### src/rtl/hazard_ctrl_unit.sv
// Hazard controller for the 5-stage MIPS pipeline (IF/ID/EX/MEM/WB).
// Produces PC enable/redirect and the enable/flush pair of every pipeline
// latch. Handles memory-wait freezes, load-use bubbles (LU_BUBBLES deep),
// taken-branch/jump squashes, a sticky halt and a saturating stall counter.
// Control outputs are combinational from the registered state and the
// current inputs. They are forced low while nRST is asserted.
module hazard_ctrl_unit #(
   parameter int REG_W       = 5,
   parameter int LU_BUBBLES  = 1,
   parameter int STALL_CNT_W = 16
) (
   input  logic                   CLK,
   input  logic                   nRST,
   input  logic                   ihit,
   input  logic                   dhit,
   input  logic                   mem_dREN,
   input  logic                   mem_dWEN,
   input  logic [REG_W-1:0]       id_rs,
   input  logic [REG_W-1:0]       id_rt,
   input  logic                   ex_memtoreg,
   input  logic [REG_W-1:0]       ex_wsel,
   input  logic                   ex_branch_taken,
   input  logic                   id_jump,
   input  logic                   wb_halt,
   output logic                   enable_pc,
   output logic                   pc_redirect,
   output logic                   enable_IF_ID,
   output logic                   enable_ID_EX,
   output logic                   enable_EX_MEM,
   output logic                   enable_MEM_WB,
   output logic                   flush_IF_ID,
   output logic                   flush_ID_EX,
   output logic                   flush_EX_MEM,
   output logic                   flush_MEM_WB,
   output logic                   halted,
   output logic [STALL_CNT_W-1:0] stall_count
);

   typedef enum logic [1:0] {
      ST_RUN      = 2'd0,
      ST_LU_STALL = 2'd1,
      ST_HALT     = 2'd2
   } state_t;

   // Bubble counter preload: remaining bubbles after the first one.
   localparam logic [1:0] LU_LOAD = 2'(LU_BUBBLES - 1);

   // Control bundle layout:
   // {enable_pc, pc_redirect, en_IF_ID, en_ID_EX, en_EX_MEM, en_MEM_WB,
   //  fl_IF_ID, fl_ID_EX, fl_EX_MEM, fl_MEM_WB}
   localparam logic [9:0] CTL_FREEZE = 10'b00_0000_0000;
   localparam logic [9:0] CTL_NORMAL = 10'b10_1111_0000;
   localparam logic [9:0] CTL_BRANCH = 10'b11_1111_1100;
   localparam logic [9:0] CTL_JUMP   = 10'b11_1111_1000;
   localparam logic [9:0] CTL_BUBBLE = 10'b00_0111_0100;
   localparam logic [9:0] CTL_RETIRE = 10'b00_0011_0010;

   // Load in EX whose destination feeds an ID-stage source ($0 never hazards).
   function automatic logic f_lu_hazard(
      input logic             memtoreg,
      input logic [REG_W-1:0] wsel,
      input logic [REG_W-1:0] rs,
      input logic [REG_W-1:0] rt
   );
      return memtoreg & (wsel != {REG_W{1'b0}}) & ((wsel == rs) | (wsel == rt));
   endfunction

   // Increment that sticks at all-ones instead of wrapping.
   function automatic logic [STALL_CNT_W-1:0] f_sat_inc(
      input logic [STALL_CNT_W-1:0] v
   );
      return (&v) ? v : (v + {{(STALL_CNT_W-1){1'b0}}, 1'b1});
   endfunction

   state_t                 r_state;
   logic [1:0]             r_bub;
   logic                   r_halted;
   logic [STALL_CNT_W-1:0] r_stall_cnt;

   logic                   w_dreq;
   logic                   w_advance;
   logic                   w_retire;
   logic                   w_lu_hazard;
   logic [9:0]             w_ctl;
   state_t                 w_state_fsm;
   state_t                 w_next_state;
   logic [1:0]             w_bub_next;
   logic                   w_stall_inc;

   assign w_dreq      = mem_dREN | mem_dWEN;
   assign w_advance   = ihit & (~w_dreq | dhit);
   // Data access finished while fetch is still pending: retire it only.
   assign w_retire    = w_dreq & dhit & ~ihit;
   assign w_lu_hazard = f_lu_hazard(ex_memtoreg, ex_wsel, id_rs, id_rt);

   // Control decode and next-state selection for RUN / LU_STALL / HALT.
   always_comb begin
      w_ctl       = CTL_FREEZE;
      w_state_fsm = r_state;
      w_bub_next  = r_bub;
      case (r_state)
         ST_RUN: begin
            if (w_advance) begin
               if (ex_branch_taken) begin
                  w_ctl = CTL_BRANCH;
               end else if (w_lu_hazard) begin
                  w_ctl       = CTL_BUBBLE;
                  w_bub_next  = LU_LOAD;
                  w_state_fsm = (LU_LOAD != 2'd0) ? ST_LU_STALL : ST_RUN;
               end else if (id_jump) begin
                  w_ctl = CTL_JUMP;
               end else begin
                  w_ctl = CTL_NORMAL;
               end
            end else if (w_retire) begin
               w_ctl = CTL_RETIRE;
            end else begin
               w_ctl = CTL_FREEZE;
            end
         end
         ST_LU_STALL: begin
            if (w_advance) begin
               if (ex_branch_taken) begin
                  w_ctl       = CTL_BRANCH;
                  w_bub_next  = 2'd0;
                  w_state_fsm = ST_RUN;
               end else begin
                  w_ctl       = CTL_BUBBLE;
                  w_bub_next  = r_bub - 2'd1;
                  w_state_fsm = (r_bub == 2'd1) ? ST_RUN : ST_LU_STALL;
               end
            end else if (w_retire) begin
               w_ctl = CTL_RETIRE;
            end else begin
               w_ctl = CTL_FREEZE;
            end
         end
         ST_HALT: begin
            w_ctl = CTL_FREEZE;
         end
         default: begin
            w_ctl       = CTL_FREEZE;
            w_state_fsm = ST_RUN;
            w_bub_next  = 2'd0;
         end
      endcase
   end

   // A halt reaching WB wins over every other transition.
   assign w_next_state = wb_halt ? ST_HALT : w_state_fsm;
   assign w_stall_inc  = ~w_ctl[9] & ~r_halted;

   // State, bubble counter, sticky halt and stall counter registers.
   always_ff @(posedge CLK or negedge nRST) begin
      if (!nRST) begin
         r_state     <= ST_RUN;
         r_bub       <= 2'd0;
         r_halted    <= 1'b0;
         r_stall_cnt <= {STALL_CNT_W{1'b0}};
      end else begin
         r_state  <= w_next_state;
         r_bub    <= w_bub_next;
         r_halted <= r_halted | wb_halt;
         if (w_stall_inc) begin
            r_stall_cnt <= f_sat_inc(r_stall_cnt);
         end else begin
            r_stall_cnt <= r_stall_cnt;
         end
      end
   end

   assign enable_pc     = nRST & w_ctl[9];
   assign pc_redirect   = nRST & w_ctl[8];
   assign enable_IF_ID  = nRST & w_ctl[7];
   assign enable_ID_EX  = nRST & w_ctl[6];
   assign enable_EX_MEM = nRST & w_ctl[5];
   assign enable_MEM_WB = nRST & w_ctl[4];
   assign flush_IF_ID   = nRST & w_ctl[3];
   assign flush_ID_EX   = nRST & w_ctl[2];
   assign flush_EX_MEM  = nRST & w_ctl[1];
   assign flush_MEM_WB  = nRST & w_ctl[0];
   assign halted        = r_halted;
   assign stall_count   = r_stall_cnt;

endmodule

### config.mk
export PLATFORM = sky130hd
export DESIGN_NAME = hazard_ctrl_unit
export DESIGN_NICKNAME = d
export VERILOG_FILES = /design/src/rtl/hazard_ctrl_unit.sv
export SDC_FILE = /design/constraint.sdc
export NUM_CORES = 1
export LEC_CHECK = 0
export ABC_AREA = 1
export CORE_MARGIN = 10
export CORE_UTILIZATION = 42
export CTS_CLUSTER_SIZE = 28
export DETAILED_ROUTE_END_ITERATION = 16
export GPL_ROUTABILITY_DRIVEN = 1
export PLACE_DENSITY = 0.77
export SYNTH_ARGS = -nofsm -noshare
export SYNTH_HDL_FRONTEND = slang
export SYNTH_SLANG_ARGS = --single-unit
export TNS_END_PERCENT = 10
### constraint.sdc
create_clock -name CLK -period 1.61 [get_ports CLK]
set_input_delay 0.2415 -clock CLK [delete_from_list [all_inputs] [get_ports CLK]]
set_output_delay 0.2415 -clock CLK [all_outputs]
set_load 0.05 [all_outputs]
==> summary.txt <==
ranking of synthesized cells by area: dfrtp_1, nand2_1, nand4_1
cts bufs inserted: 3
P_sw: 258 uW
Worst Setup Slack, final: -0.123 ns
vias in the first global route: 1781
CTS tree: done
Final Setup Violations: 18
XOR/XNOR share of the synthesized area: 8.31%
Die W: 81.4 um
min cycle time layout: 1.73 ns
critical path launch point type: input pin
Worst EP arrival: 1.49 ns
pwr dens: 403 nW/um^2
WL met3: 374 um
violated checks: negative setup slack
Multi-input gate area: 985 um^2
Post-Syn Instances: 231
Fill cells: 286
mux cell area share after synthesis: 0%
Worst-Skew Late Latency: 0.26 ns
vias per inst: 4.86
combinational power share: 17.5%
met1 WL: 2140 um
Syn Area/Cell: 6.85 um^2
IO Port Bufs: 50
Area Growth Syn to Fin: 66.0%
CP Max Fanout: 4
CTS Hold Buffers Added: 0
clk buf depth: 2
Synth cell types: 29
Critical Path End Type: primary output
final wirelength: 5030 um
Antenna Nets Post-Route: 0
worst vdd ir: 0.444 mV
pin count of the biggest net entering global routing: 17
placed cells: 353
layout cells sized above 1: 37.9%
initial antenna violation count: 0
uppermost layer routed: met4
Compound-Gate Fraction of Synth Area: 3.24%
Int Pwr: 798 uW
max cap viols: 0
Finished Layout Cells: 367
GR Overflow Total: 0
Worst Skew: 0.00435 ns
worst path required time: 1.37 ns
leading area contributor after synthesis: dfrtp_1
vias: 1785
GRT Total Usage: 15.2%
clk sinks: 21
first-pass GRT wire length: 8200 um
Highest Clock Rate: 577 MHz
routed wl met2: 2480 um
outcome: finished with violations
clock slew at reported path FFs: 0.08 ns
critical path class: in2out
Adder-Cell Fraction of Synth Area: 1.58%
clock share of power: 32.7%
Sequential Area: 527 um^2
post-DP HPWL: 3720 um
Mapped Nets: 258
Power, Total: 1.06 mW
Cell Rows: 22
Root Driver: clkbuf_8
core area: 3660 um^2
largest family of logic cells by synthesized area: simple AND/OR/NAND/NOR gates
Iteration-0 DRC Markers: 107
sequential share of power: 49.9%
DRC: 0
final hold violation count: 0
final net count: 347
initial core utilization: 43.2%
1st-pass router iterations: 4
# H-tree levels: 1
n_diodes: 0
unrepaired setup endpoints after global routing: true
post-synth top area share: 33.2%
Final Max Slew Viols: 0
die footprint: 6620 um^2
WL/cell: 13.7 um
leakage power total: 1.34 nW
Final period util: 108%
Simple-Gate Fraction of Synth Area: 43.8%
Seq/Total Area, Yosys: 33.2%
FF+latch count, synth: 21
Syn. warnings: 0
number of I/O pins: 52
Final TNS setup: -0.864 ns
Mapped Area: 1580 um^2
GP Congestion: 0.875
Worst Hold Class: in2async
sw frac: 24.5%
die height: 81.4 um
sequential cells by signal, summed over array words and instances, names as in the netlist:
name         cells
stall_count     16
r_bub            2
r_state          2
halted           1
cell usage in the layout, fill, tap and decap left out, drive strengths merged:
cell type	n
nor3b	1
conb	1
nand3	11
a31oi	1
dlygate4sd2	6
nor3	4
buf	80
nand2	83
clkdlybuf4s50	3
xnor2	9
o21ai	9
or2	1
ha	2
nand4	20
clkdlybuf4s15	1
nor4	1
nor2	26
clkbuf	6
inv	25
and3b	1
clkinv	1
dfrtp	21
xor2	6
per-layer routing:
metal | vias to the layer above | GRT usage [%]
met5 | - | 0
li1 | 914 | -
met1 | 814 | 18.9
met3 | 5 | 3.09
met4 | 0 | 4.15
met2 | 52 | 26.0
critical path: stages:
cell     delay [ns]
buf_8          0.11
nor2_1         0.13
nor2_2         0.05
nor2_1         0.11
nand3_1        0.12
nand2_2        0.09
nand2_2        0.05
buf_4          0.12
buf_4          0.13
a31oi_2        0.17
buf_12         0.17
metrics by stage:
step / setup WS, ns / utilization [%] / instance area [um^2] / hold slack (ns)
5_1_grt: -0.216 / 71.7 / 2630 / 0.114
4_1_cts: -0.141 / 69.0 / 2520 / 0.113
6_report: -0.123 / 71.7 / 2630 / 0.126
2_1_floorplan: -0.395 / - / 1640 / -0.0541
3_3_place_gp: -0.465 / 67.7 / 2480 / 0.476
3_5_place_dp: -0.525 / 67.7 / 2480 / 0.496
what timing repair did:
action                                  4_1_cts  5_1_grt
setup buffers                                 6        4
pin swaps                                    27       23
resized for setup                            70       27
endpoints found under the setup margin       27       24
worst paths after layout:
| kind | slack [ns] | start | to | cells past startpoint |
|---|---|---|---|---|
| setup / recovery | -0.12 | ex_wsel[0] | flush_ID_EX | 11 |
| hold / removal | 0.13 | nRST | stall_count[7]$_DFFE_PN0P_ | 2 |
| setup reg to reg | 0.04 | stall_count[3]$_DFFE_PN0P_ | stall_count[9]$_DFFE_PN0P_ | 8 |
| hold reg to reg | 0.51 | r_bub[1]$_DFFE_PN0P_ | r_bub[1]$_DFFE_PN0P_ | 2 |
| max in group asynchronous | 1.26 | nRST | r_state[1]$_DFFE_PN0P_ | 3 |
| min in group CLK | 0.51 | r_bub[1]$_DFFE_PN0P_ | r_bub[1]$_DFFE_PN0P_ | 2 |
synth_stat cells:
master and count:
inv_2 5, nor2_1 25, nand4_1 19, clkinv_1 2, nand2_2 3, xor2_1 6
dfrtp_1 21, nor3b_4 1, xnor2_1 9, a31oi_1 1, inv_1 19, and3b_1 1
ha_1 2, nor3_1 3, buf_2 2, nor4_1 1, nand2_4 1, buf_6 1
nand2_1 79, nand3_1 11, buf_4 4, nand4_4 1, clkbuf_1 1, o21ai_0 4
conb_1 1, nor3_2 1, nor2_4 1, or2_1 1, o21ai_1 5
power groups by stage:
| stage | sequential (mW) | combinational, mW | clock, mW |
|---|---|---|---|
| 2_1_floorplan | 0.538 | 0.0552 | 0 |
| 4_1_cts | 0.527 | 0.161 | 0.354 |
| 3_3_place_gp | 0.537 | 0.163 | 0 |
| 3_5_place_dp | 0.537 | 0.166 | 0 |
| 6_report | 0.527 | 0.185 | 0.345 |
| 5_1_grt | 0.527 | 0.204 | 0.381 |
kinds of logic after synthesis:
group,Yosys count
compound gates,10
xor+xnor,15
buf+inv,34
simple gates,148
other cells,1
fa+ha+maj,2
flops,21
area by class of cell:
cell class	count	share of cell area, %
Timing Repair Buffer	92	34.2
Tap cell	48	2.29
Inverter	26	4.19
Clock buffer	4	1.72
Sequential cell	21	20.1
Multi-Input combinational cell	176	37.5
Power figures use the tool's default switching activity.
